==> src/rtl/heart_collision.sv <==
// Heart hitbox collision stage: overlap test of two bullets against the heart, then a
// registered damage/heal stage driving a saturating HP register with an invincibility window.
module heart_collision #(
    parameter int unsigned MAX_HP     = 20,
    parameter int unsigned DAMAGE     = 4,
    parameter int unsigned HEAL       = 2,
    parameter int unsigned INV_CYCLES = 100
) (
    input  logic        clk,
    input  logic        rst_n,
    input  logic        isRun,
    input  logic [15:0] heartPos,
    input  logic [15:0] heartSize,
    input  logic        heartMoving,
    input  logic [15:0] position1,
    input  logic [15:0] size1,
    input  logic [2:0]  color1,
    input  logic        isRender1,
    input  logic [15:0] position2,
    input  logic [15:0] size2,
    input  logic [2:0]  color2,
    input  logic        isRender2,
    output logic        isCollide,
    output logic [7:0]  hp,
    output logic        isInvincible,
    output logic        isDead
);

    localparam logic [7:0]  MaxHpV  = 8'(MAX_HP);
    localparam logic [7:0]  DamageV = 8'(DAMAGE);
    localparam logic [7:0]  HealV   = 8'(HEAL);
    localparam logic [15:0] InvLoad = 16'(INV_CYCLES);

    localparam logic [2:0] ColGreen = 3'b001;
    localparam logic [2:0] ColBlue  = 3'b010;

    // Sums are taken at 9 bits so boxes touching the 255 edge never wrap.
    function automatic logic overlap(input logic [15:0] b_pos, input logic [15:0] b_size,
                                     input logic [15:0] h_pos, input logic [15:0] h_size,
                                     input logic render);
        logic [8:0] bx, by, bw, bh, hx, hy, hw, hh;
        logic       nonzero;
        bx = {1'b0, b_pos[15:8]};
        by = {1'b0, b_pos[7:0]};
        bw = {1'b0, b_size[15:8]};
        bh = {1'b0, b_size[7:0]};
        hx = {1'b0, h_pos[15:8]};
        hy = {1'b0, h_pos[7:0]};
        hw = {1'b0, h_size[15:8]};
        hh = {1'b0, h_size[7:0]};
        nonzero = (bw != 9'd0) && (bh != 9'd0) && (hw != 9'd0) && (hh != 9'd0);
        return render && nonzero && (bx < hx + hw) && (hx < bx + bw) &&
               (by < hy + hh) && (hy < by + bh);
    endfunction

    logic ovl1, ovl2;
    logic dmg1, dmg2, heal1, heal2;

    always_comb begin
        ovl1  = overlap(position1, size1, heartPos, heartSize, isRender1);
        ovl2  = overlap(position2, size2, heartPos, heartSize, isRender2);
        heal1 = (color1 == ColGreen);
        heal2 = (color2 == ColGreen);
        // Blue hurts only a moving heart; unknown codes behave as white.
        dmg1  = (color1 == ColBlue) ? heartMoving : !heal1;
        dmg2  = (color2 == ColBlue) ? heartMoving : !heal2;
    end

    logic hit1_q, hit2_q, dmg1_q, dmg2_q, heal1_q, heal2_q;

    always_ff @(posedge clk or negedge rst_n) begin
        if (!rst_n) begin
            hit1_q  <= 1'b0;
            hit2_q  <= 1'b0;
            dmg1_q  <= 1'b0;
            dmg2_q  <= 1'b0;
            heal1_q <= 1'b0;
            heal2_q <= 1'b0;
        end else begin
            hit1_q  <= isRun && ovl1;
            hit2_q  <= isRun && ovl2;
            dmg1_q  <= dmg1;
            dmg2_q  <= dmg2;
            heal1_q <= heal1;
            heal2_q <= heal2;
        end
    end

    logic [7:0]  hp_q;
    logic [15:0] inv_cnt_q;
    logic        collide_q, dead_q;

    logic       any_dmg, any_heal;
    logic [7:0] hp_after_dmg, hp_after_heal;
    logic [8:0] heal_sum;

    always_comb begin
        any_dmg       = (hit1_q && dmg1_q) || (hit2_q && dmg2_q);
        any_heal      = (hit1_q && heal1_q) || (hit2_q && heal2_q);
        hp_after_dmg  = (hp_q <= DamageV) ? 8'd0 : hp_q - DamageV;
        heal_sum      = {1'b0, hp_q} + {1'b0, HealV};
        hp_after_heal = (heal_sum > {1'b0, MaxHpV}) ? MaxHpV : heal_sum[7:0];
    end

    always_ff @(posedge clk or negedge rst_n) begin
        if (!rst_n) begin
            hp_q      <= MaxHpV;
            inv_cnt_q <= 16'd0;
            collide_q <= 1'b0;
            dead_q    <= 1'b0;
        end else if (isRun && !dead_q) begin
            if (any_dmg && (inv_cnt_q == 16'd0)) begin
                hp_q      <= hp_after_dmg;
                inv_cnt_q <= InvLoad;
                collide_q <= 1'b1;
                dead_q    <= (hp_after_dmg == 8'd0);
            end else begin
                if (inv_cnt_q != 16'd0) begin
                    inv_cnt_q <= inv_cnt_q - 16'd1;
                end
                if (any_heal) begin
                    hp_q      <= hp_after_heal;
                    collide_q <= 1'b1;
                end else begin
                    collide_q <= 1'b0;
                end
            end
        end else begin
            collide_q <= 1'b0;
        end
    end

    assign isCollide    = collide_q;
    assign hp           = hp_q;
    assign isInvincible = (inv_cnt_q != 16'd0);
    assign isDead       = dead_q;

endmodule

==> config.mk <==
export PLATFORM = sky130hd
export DESIGN_NAME = heart_collision
export DESIGN_NICKNAME = d
export VERILOG_FILES = /design/src/rtl/heart_collision.sv
export SDC_FILE = /design/constraint.sdc
export NUM_CORES = 1
export LEC_CHECK = 0
export CAP_MARGIN = 20
export CORE_UTILIZATION = 51
export DETAILED_ROUTE_END_ITERATION = 8
export PLACE_DENSITY = 0.82
export SETUP_SLACK_MARGIN = 0.05
export SLEW_MARGIN = 20
export SYNTH_ARGS = -nofsm -noshare
export SYNTH_HDL_FRONTEND = slang
export SYNTH_SLANG_ARGS = --single-unit
==> constraint.sdc <==
create_clock -name clk -period 2.9 [get_ports clk]
set_input_delay 0.435 -clock clk [delete_from_list [all_inputs] [get_ports clk]]
set_output_delay 0.435 -clock clk [all_outputs]
set_load 0.03 [all_outputs]
# == Yosys cells after proc, flatten, opt, wreduce, memory -nomap -nowiden ==
# Cells that the tools add are included.
# word_totals
reg_bits,32
latchBits,0
ramBits,0
rom_bits,0
input_bits,108
output_inout_bits,11
word_cells,87
n_memories,0
# op_classes
add_sub_neg,9
n_mul,0
n_div,0
magnitude_cmp,10
eq_ne,4
n_shift,0
muxes,11
bitwise,0
n_reduce_logical,43
# op_table
operator,count
less-than comparator 8 x 9 -> 1 bit,8
adder 8 x 8 -> 9 bit,6
nonzero test 8 bit,6
2-to-1 mux 16 bit,2
2-to-1 mux 8 bit,4
logical AND 1 bit,24
logical NOT 16 bit,1
nonzero test 16 bit,1
"subtractor 16 x 1 -> 16 bit, second input constant",1
"adder 8 x 2 -> 9 bit, second input constant",1
"> comparator 9 x 5 -> 1 bit, second input constant",1
"less-or-equal comparator 8 x 3 -> 1 bit, second input constant",1
logical NOT 8 bit,1
"subtractor 8 x 3 -> 8 bit, second input constant",1
"== test 3 x 1 -> 1 bit, second input constant",2
"== test 3 x 2 -> 1 bit, second input constant",2
AND reduction 2 bit,3
2-to-1 mux 1 bit,5
nonzero test 2 bit,2
logical NOT 1 bit,3
logical OR 1 bit,2

# == Logic depth before layout (Yosys ltp) ==
# depth
ltp_word,10
depth_mapped,15
depth_no_buf,15

# == Worst setup path after synthesis ==
# OpenSTA, ideal clock, no wires.
# synth_path
kind,input -> register
start,input position2[1]
end,register hit2_q
setup_ns,0.094
t_arrival_ns,2.727
required_ns,2.806
setup_slack_ns,0.079
stages,14
n_path_buf,0
path_cell_list,ha_1 a21o_1 a21oi_1 nor2b_1 o21ai_0 nor2b_1 xor2_1 ha_1 o21ai_0 o21ai_0 a21oi_1 nor4_1 a2111o_1 a211oi_1
# synth_via
elab_chain_len,4
elab_cells_between_ends,6
classes_between,add/sub (1); order compare (2); reduce/logical (3)
# synth_rtl
element,line,rtl
"start, declared",19,"input logic [15:0] position2,"
adder 8 x 8 -> 9 bit or less-than comparator 8 x 9 -> 1 bit (tied branches),53,(by < hy + hh) && (hy < by + bh);
less-than comparator 8 x 9 -> 1 bit or logical AND 1 bit (tied branches),"53, 52",
logical AND 1 bit *,53,
logical AND 1 bit *,81,hit2_q <= isRun && ovl2;
"end signal, assigned",81,
"end, declared",69,"logic hit1_q, hit2_q, dmg1_q, dmg2_q, heal1_q, heal2_q;"
# Every way passes the cells marked *; elsewhere a longest branch is shown, timed or not.
# A chain may end at the register's enable or synchronous reset.

# == Final worst setup path ==
# layout_path
start,input position2[8]
end,register hit2_q
# layout_via
elab_chain_len,6
elab_cells_between_ends,8
classes_between,add/sub (1); order compare (2); reduce/logical (5)
# layout_rtl
element,line,rtl
adder 8 x 8 -> 9 bit or less-than comparator 8 x 9 -> 1 bit (tied branches),52,return render && nonzero && (bx < hx + hw) && (hx < bx + bw) &&
less-than comparator 8 x 9 -> 1 bit or logical AND 1 bit (tied branches),52,
logical AND 1 bit * (2 in a row),52,
logical AND 1 bit *,53,
logical AND 1 bit *,81,
# Marked as above.

==> results.md <==
* Die area at ~0.0099 mm^2
* Min setup slack post-route at -270 ps
* Complex-gate fraction of the synthesized area at 0.221
* Post-synth net total at about 770
* I/O Buffers at around 120
* Seq pwr share at 0.225
* Synth Area in XOR/XNOR at 0.0852
* Crit path max fanout at 3
* Crit path max-delay family: compound AO/OA/AOI/OAI gates
* Drt first pass iters at 5
* Post-synthesis average cell area at between 8 and 9 um^2
* Relative slew slack at 0.528
* Largest net degree at the start of global routing at 33
* Ys flop type: dfrtp_1
* Hold Fails Final Rpt at 0
* Unique masters post-synth at between 60 and 70
* Gr usage total at 0.364
* Starting Density at 0.525
* Non-filler cells, final at around 900
* Pwr/cell area at about 400 mW/mm^2
* Layout cell share with drive strength beyond 1 at 0.355
* Worst Setup Start Kind: primary input
* CP Capture Type: flip-flop
* Required time of the worst setup path at 3100 ps
* H-tree levels at 2
* Routed vias/inst at between 6 and 7
* Status: finished with violations
* CP bufs+invs at 1
* Max Clk Rate at ~320 MHz
* Post-route cell area at around 0.0079 mm^2
* Clock network fraction of design power at 0.133
* RSZ-0062 raised after global routing: yes
* CTS buffer count at 5
* Flops & latches, synth at 32
* Worst-margin pin slew at roughly 700 ps
* Min Tclk post-route at ~3200 ps
* Skew final at between 7 and 8 ps
* Final setup violating endpoints at 2
* Gate power share at 0.642
* DRC Markers at 0
* Adder-Cell Fraction of Synth Area at 0.304
* Simple-Gate Fraction of Synth Area at 0.194
* Dpl cell area at about 0.0069 mm^2
* Worst-path clk slew at about 60 ps
* VDD IR-drop max at 0.000262 V
* I/O pins at ~120
* Clock Sink Count at 32
* Drt wl/cell at ~24 um
* Critical-path top delay cell: a2111o_1
* Lkg Pwr at roughly 3.7 nW
* Die H at 99.3 um
* Pre-CTS WS at -699 ps
* Via count at around 6,200
* WS Path Type: in -> reg
* Worst path cell trace: buf_6 > ha_4 > fa_2 > a211oi_2 > o21bai_1 > a21oi_2 > xor2_1 > ha_1 > o21ai_1 > o21ai_1 > a21oi_2 > nor4_4 > a2111o_1 > a211oi_2
* Net Sw Frac at 0.420
* Post-DRT Antenna Nets at 0
* Data arrival time of the worst path at between 3000 and 4000 ps
* GP Congestion at ~0.90
* Main combinational cell family by area after synthesis: adder cells
* Period utilization at 1.09
* Most common cell after layout, fill and taps aside: buf_4
* Number of global-route vias before repair at 6,105
* Post-Route WL at roughly 22 mm
* Cells after Synth at around 550
* Violated checks: negative setup slack
* DP HPWL at approximately 12 mm
* Row count at 35
* Nets@finish at between 1,000 and 1,500
* Slew Viols, Final at 0
* Clk root buf: clkbuf_8
* Switch Pwr at around 0.0013 W
* CTS tree: yes
* Synth Cell Area at approximately 0.0048 mm^2
* Post-synth ARST share at 1.00
* Die X at slightly below 100 um
* Final hold slack at 507 ps
* Clock Latency Late Sink at 290 ps
* Number of flops mapped to enable cells by yosys at 0
* Cell Int Power at 0.00183 W
* Total core area at between 0.009 and 0.01 mm^2
* Sequential share of the synthesized area at 0.166
* Initial antenna violation count at 0
* DR iter-0 viols at roughly 460
* Overflow after GRT at 0
* Most frequent cells in the layout: 131 x buf_4, 75 x ha_1, 63 x clkdlybuf4s50_1, 45 x nor2_1, 30 x dfrtp_1
* Yosys warning count at 0
* Hold Crit Class: reg -> reg
* Max_cap viols at 0
* First-pass GRT wire length at between 20 and 30 mm
* Slowest cell delay on critical path at 400 ps
* Synth-to-Final Area Change at 63.7%
* Ant diodes at 0
* Placed Cells incl. Taps at ~880
* Post-synthesis mux area share at 0.00854
* Clk buf depth at 2
## stage by stage
step | total power, W | util | TNS (ps)
after floorplan | 0.00156 | - | 0
after global placement | 0.00211 | 0.748 | -1140
final | 0.00316 | 0.860 | -393
after global routing | 0.00333 | 0.860 | -472
after CTS | 0.00280 | 0.812 | 0
after detailed placement | 0.00221 | 0.748 | -1380
## metal layers
metal | global-route usage | wire [um] | vias to the layer above
li1 | - | - | 2606
met1 | 0.409 | 8070 | 2871
met2 | 0.651 | 9850 | 509
met3 | 0.0541 | 1890 | 200
met4 | 0.219 | 1970 | 0
met5 | 0 | 0 | -
## worst paths after layout
| check | slack (ps) | endpoint | cells past startpoint | from |
|---|---|---|---|---|
| max in group asynchronous | 2030 | hp[2] | 2 | rst_n |
| worst min register to register | 510 | isDead | 1 | isDead |
| worst min-delay path | 510 | isDead | 1 | isDead |
| min in group asynchronous | 530 | inv_cnt_q[12] | 2 | rst_n |
| worst max register to register | 360 | hp[3] | 6 | inv_cnt_q[2] |
| worst max-delay path | -270 | hit2_q | 14 | position2[8] |
## state kept, by name (all words and copies together) (netlist names)
name and flops:
dmg2_q 1, isCollide 1, hit2_q 1, inv_cnt_q 16
heal2_q 1, hp 8, hit1_q 1, isDead 1
dmg1_q 1, heal1_q 1
## cells in the mapped netlist (17+ instances only)
| library cell | number | share of area |
|---|---|---|
| ha_1 | 107 | 0.28 |
| nor2_1 | 48 | 0.037 |
| o21ai_0 | 40 | 0.041 |
| a21oi_1 | 30 | 0.031 |
| dfrtp_1 | 30 | 0.16 |
| xor2_1 | 30 | 0.054 |
| inv_1 | 23 | 0.018 |
| a21o_1 | 18 | 0.028 |
| nor2b_1 | 18 | 0.023 |
| xnor2_1 | 17 | 0.031 |
## cells by family (layout without fill, tap and decap cells)
group,Yosys count,after routing
compound gates,160,160
xor+xnor,47,47
fa+ha+maj,114,114
buf+inv,27,280
flops,32,32
mux,4,4
simple gates,169,169
## area by class of cell
cell class	instances	area, um^2
Sequential cell	32	803
Multi-Input combinational cell	494	4660
Clock buffer	6	72.6
Fill cell	431	1280
Clock inverter	2	35.0
Tap cell	111	139
Inverter	24	90.1
Timing Repair Buffer	248	2120
## power groups by stage
| stage | registers (W) | clock network, W | logic, W |
|---|---|---|---|
| 5_1_grt | 0.000729 | 0.000446 | 0.00215 |
| 3_3_place_gp | 0.000704 | 0 | 0.00141 |
| 4_1_cts | 0.000709 | 0.000421 | 0.00167 |
| 2_1_floorplan | 0.000707 | 0 | 0.000857 |
| 3_5_place_dp | 0.000715 | 0 | 0.00149 |
| 6_report | 0.000711 | 0.000419 | 0.00203 |
## repair_timing
item	CTS	global route
hold endpoints to repair	0	0
setup endpoints to repair	3	2
gates resized for setup	127	141
pin swaps	81	102
hold buffers	0	0
buffers inserted	21	11
Note: power is estimated with default switching activity, not from simulation.
==> patch 1, RTL diff (same settings) <==
Reset style: synchronous (`rst_n`), changed in 2 clocked blocks.
--- a/src/rtl/heart_collision.sv
+++ b/src/rtl/heart_collision.sv
@@ -68,7 +68,7 @@
 
     logic hit1_q, hit2_q, dmg1_q, dmg2_q, heal1_q, heal2_q;
 
-    always_ff @(posedge clk or negedge rst_n) begin
+    always_ff @(posedge clk) begin
         if (!rst_n) begin
             hit1_q  <= 1'b0;
             hit2_q  <= 1'b0;
@@ -102,7 +102,7 @@
         hp_after_heal = (heal_sum > {1'b0, MaxHpV}) ? MaxHpV : heal_sum[7:0];
     end
 
-    always_ff @(posedge clk or negedge rst_n) begin
+    always_ff @(posedge clk) begin
         if (!rst_n) begin
             hp_q      <= MaxHpV;
             inv_cnt_q <= 16'd0;
Formal check against the unedited RTL: differs if rst_n is asserted again (counterexample within 4 cycles, from zero or initial values and one cycle with rst_n low); with rst_n held inactive, the same outputs for 10 cycles.
==> patch 1 against the unedited design <==
  * Clock skew grew 0.0039 ns
  * Setup slack gained 0.27 ns
  * Sequential cell count unchanged
  * Clock power rose by 7.9%
  * Highest routed layer unchanged
  * Largest power group unchanged
  * Worst hold slack worse by 0.014 ns
  * Area after synthesis is 0.85% higher
  * Cell area fell by 4.3%
  * Routed wire length is 19% lower
  * Total power down 5.6%
  * Maximum frequency is 9.4% higher
  * Die area up 0.84%
==> patch 1: results <==
export IMPL_skew_ns=0.0112
export IMPL_ys_types=61
export IMPL_wl_met1_mm=6.95
export IMPL_finalCritPeriodShare_pct=99.9
export IMPL_wl_per_cell_um=18.5
export IMPL_post_place_ws_ns=-0.693
export IMPL_status="complete, no violations"
export IMPL_cpMaxStageDelayCell="fa_2"
export IMPL_async_flop_share_pct=0
export IMPL_hpwlAfterDp_mm=12.3
export IMPL_dr_wl_met3_mm=1.07
export IMPL_synthMuxAreaShare_pct=1.26
export IMPL_clkSlewWorstSetupHoldPaths_ns=0.08
export IMPL_top_layer="met4"
export IMPL_r2r_end="hp[3]"
export IMPL_finalHoldWorstSlack_ns=0.492
export IMPL_endpoint="hit2_q"
export IMPL_min_delay_start="inv_cnt_q[10]"
export IMPL_placed_cells=929
export IMPL_grtUsageTotal_pct=30.8
export IMPL_ir_drop_v=0.000314
export IMPL_synth_common_cells="ha_1 (107), nor2_1 (58), a21oi_1 (39)"
export IMPL_arrival_ns=3.11
export IMPL_worstSkewPairLatency_ns=0.30
export IMPL_r2r_start="inv_cnt_q[0]"
export IMPL_yosys_area_share_adder_pct=29.9
export IMPL_cts_buffer_depth=2
export IMPL_vias_per_cell=6.12
export IMPL_min_path_cells=2
export IMPL_grt_pass1_vias=5625
export IMPL_nets=1049
export IMPL_grt_pass1_wl_mm=24.9
export IMPL_grt_max_degree=13
export IMPL_synth_xor_area_share_pct=7.73
export IMPL_leakagePower_nw=3.41
export IMPL_max_stage_delay_ns=0.38
export IMPL_worstPathMaxFanout=2
export IMPL_drtIter0Drc=310
export IMPL_min_to="inv_cnt_q[10]"
export IMPL_rr_worst_depth=8
export IMPL_cp_startpoint="heartPos[0]"
export IMPL_totalWireLength_mm=17.7
export IMPL_syn_num_nets=816
export IMPL_firstDrtPassIters=4
export IMPL_synth_ff_type="dfxtp_1"
export IMPL_reg2reg_setup_slack_ns=0.54
export IMPL_wl_met2_mm=8.94
export IMPL_yosys_top_cells_area="ha_1 (27%), dfxtp_1 (13%), xor2_1 (4.9%), nor2_1 (4.5%), a21oi_1 (4.0%)"
export IMPL_gp_congestion=0.916
export IMPL_drive_gt1_share_pct=26.3
export IMPL_yosysSeqAreaShare_pct=13.1
export IMPL_synth_compound_area_share_pct=22.2
## patch 1: cell types whose count changed after synthesis, moves of 9 or more
cell      before  now
a21oi_1       30   39
dfrtp_1       30    0
dfxtp_1        0   32
nand2_1       14   26
nor2_1        48   58
nor4_1        12   21
o211ai_1       2   12
or3_1          1   12
## patch 1: kinds of logic (layout without fill, tap and decap cells)
| kind of cell | Yosys count | in the layout |
|---|---|---|
| and+or+nand+nor | 207 | 207 |
| AOI/OAI and AO/OA | 165 | 165 |
| adders and majority gates | 113 | 113 |
| xor gates and xnor gates | 43 | 43 |
| DFF | 32 | 32 |
| buffers and inverters | 29 | 263 |
| muxes | 6 | 6 |
## patch 1: where the power goes
part           leakage [nW]  switching, mW  total (mW)  internal [mW]
combinational          3.09          0.974        1.94          0.968
sequential            0.261         0.0813       0.585          0.504
clock                0.0541          0.198       0.452          0.255
## patch 1: timing repair
item	CTS	global route
buffers inserted	12	9
pin swaps	60	94
setup endpoints to repair	2	2
resized for setup	75	104
## patch 1: metal layers
layer / track usage [%] / up-vias
met5: 0 / -
met4: 10.1 / 0
met3: 3.58 / 90
met2: 57.9 / 295
met1: 36.0 / 2766
li1: - / 2716
## patch 1: final cells by class
class,instances,area (sq um)
Multi-Input combinational cell,534,4570
Timing Repair Buffer,232,2000
Fill cell,533,1670
Sequential cell,32,641
Tap cell,129,161
Inverter,23,86.3
Clock buffer,5,68.8
Clock inverter,3,42.5
## patch 1: stage by stage
stage | area (sq um) | utilization (%)
after floorplan | 4870 | -
after global placement | 6880 | 74.5
after detailed placement | 6880 | 74.5
after CTS | 7200 | 78.0
after global routing | 7570 | 81.9
final | 7570 | 81.9
==> patch 2, RTL diff (same settings) <==
Made on the original files. Change the parameter `MAX_HP` from 20 to 15.
--- a/src/rtl/heart_collision.sv
+++ b/src/rtl/heart_collision.sv
@@ -1,7 +1,7 @@
 // Heart hitbox collision stage: overlap test of two bullets against the heart, then a
 // registered damage/heal stage driving a saturating HP register with an invincibility window.
 module heart_collision #(
-    parameter int unsigned MAX_HP     = 20,
+    parameter int unsigned MAX_HP     = 15,
     parameter int unsigned DAMAGE     = 4,
     parameter int unsigned HEAL       = 2,
     parameter int unsigned INV_CYCLES = 100
Check against the original RTL: not equivalent (Yosys sat finds a counterexample within 4 cycles, from zero or initial values and one cycle with rst_n low).
==> patch 2 against the unedited design <==
  * The run still ends with setup timing left
  * Cell area is 6.6% lower
  * Global-route usage is 6.1 points lower
  * Area after synthesis is 0.54% lower
  * Routed wire length is 28% lower
  * Total power is 2.1% lower
  * Sequential cell count stayed put
  * Setup slack better by 0.27 ns
  * Largest cell class unchanged
  * Largest power group unchanged
==> patch 2: results <==
export IMPL_use_met1_pct=35.5
export IMPL_switching_share_pct=42.3
export IMPL_rr_worst_depth=7
export IMPL_finalSetupViolations=1
export IMPL_gp_congestion=0.938
export IMPL_drtIter0Drc=173
export IMPL_ir_drop_v=0.000304
export IMPL_ys_types=60
export IMPL_hpwlAfterDp_mm=11.7
export IMPL_yosys_top_cells_area="ha_1 (28%), dfrtp_1 (15%), xor2_1 (5.1%), o21ai_0 (4.1%), nor2_1 (3.7%)"
export IMPL_largest_reg_flops=16
export IMPL_grtUsageTotal_pct=30.4
export IMPL_syn_num_nets=785
export IMPL_post_cts_buffers=12
export IMPL_status="complete, but fails checks"
export IMPL_violations="setup timing"
export IMPL_worst_slack_ns=-0.00238
export IMPL_antenna_found_initial=0
export IMPL_num_vias=5490
export IMPL_grt_use_met2_pct=55.4
export IMPL_r2r_start="inv_cnt_q[4]"
export IMPL_wl_met1_mm=6.26
export IMPL_dr_wl_met3_um=814
export IMPL_reg2reg_setup_slack_ns=0.30
export IMPL_relSlewSlack_pct=64.9
export IMPL_synth_top_cell_area_share_pct=28.1
export IMPL_yosysSeqAreaShare_pct=16.8
export IMPL_wl_per_cell_um=17.1
export IMPL_vias_per_cell=6.03
export IMPL_nets=1021
export IMPL_pwr_share_clk_pct=11.6
export IMPL_cpMaxStageDelayCell="clkdlybuf4s50_1"
export IMPL_synth_common_cells="ha_1 (108), nor2_1 (47), o21ai_0 (39)"
export IMPL_max_stage_delay_ns=0.49
export IMPL_skew_ns=0.00664
export IMPL_r2r_end="hp[3]"
export IMPL_fin_tns_setup_ns=-0.00238
export IMPL_arrival_ns=3.10
export IMPL_largest_register="inv_cnt_q"
export IMPL_grt_pass1_vias=5339
export IMPL_p_comb_mw=1.93
export IMPL_leakagePower_nw=3.51
export IMPL_overflow=0
export IMPL_cts_resized=87
export IMPL_placed_cells=881
export IMPL_synth_cells=563
export IMPL_grt_pass1_wl_mm=23.9
## patch 2: changes by cell type in the layout (fill, tap and decap cells not counted), sizes merged, moves of 5 or more
cell	before	now
nand2	14	32
nor2b	18	6
nor3	14	20
a211o	6	1
or3	1	11
clkdlybuf4s50	63	75
dlymetal6s2s	19	11
o41ai	1	6
buf	137	119
clkbuf	23	14
dlygate4sd2	10	18
nor4	12	20
## patch 2: cell families (layout without fill, tap and decap cells)
| family | count (synthesis) | count (layout) | share of synthesized area (%) |
|---|---|---|---|
| fa+ha+maj | 115 | 115 | 30.8 |
| flops | 32 | 32 | 16.8 |
| simple gates | 191 | 191 | 21.5 |
| mux | 4 | 4 | 0.885 |
| compound gates | 150 | 150 | 19.9 |
| buf+inv | 30 | 267 | 2.58 |
| xor+xnor | 41 | 41 | 7.47 |
## patch 2: worst min path at each step
stage	startpoint	cells after the start	to
final	isDead	1	isDead
after global routing	isDead	1	isDead
after CTS	isDead	1	isDead
after floorplan	rst_n	0	dmg1_q
after detailed placement	isDead	1	isDead
after global placement	isDead	1	isDead
## patch 2: through the flow
stage	cell area, sq um	total power [mW]	hold WS [ns]	setup WS, ns
after floorplan	4830	1.83	0.139	0.0596
after global placement	6830	2.43	0.461	-0.579
after detailed placement	6830	2.54	0.463	-0.703
after CTS	7130	2.97	0.478	0.00366
after global routing	7390	3.33	0.499	-0.208
final	7390	3.09	0.473	-0.00238
## patch 2: final cells by class
type                            instances  area (sq um)
Clock buffer                            6          82.6
Fill cell                             568          1810
Sequential cell                        32           806
Inverter                               24          95.1
Timing Repair Buffer                  235          2040
Multi-Input combinational cell        501          4220
Tap cell                              111           139
Clock inverter                          2          10.0
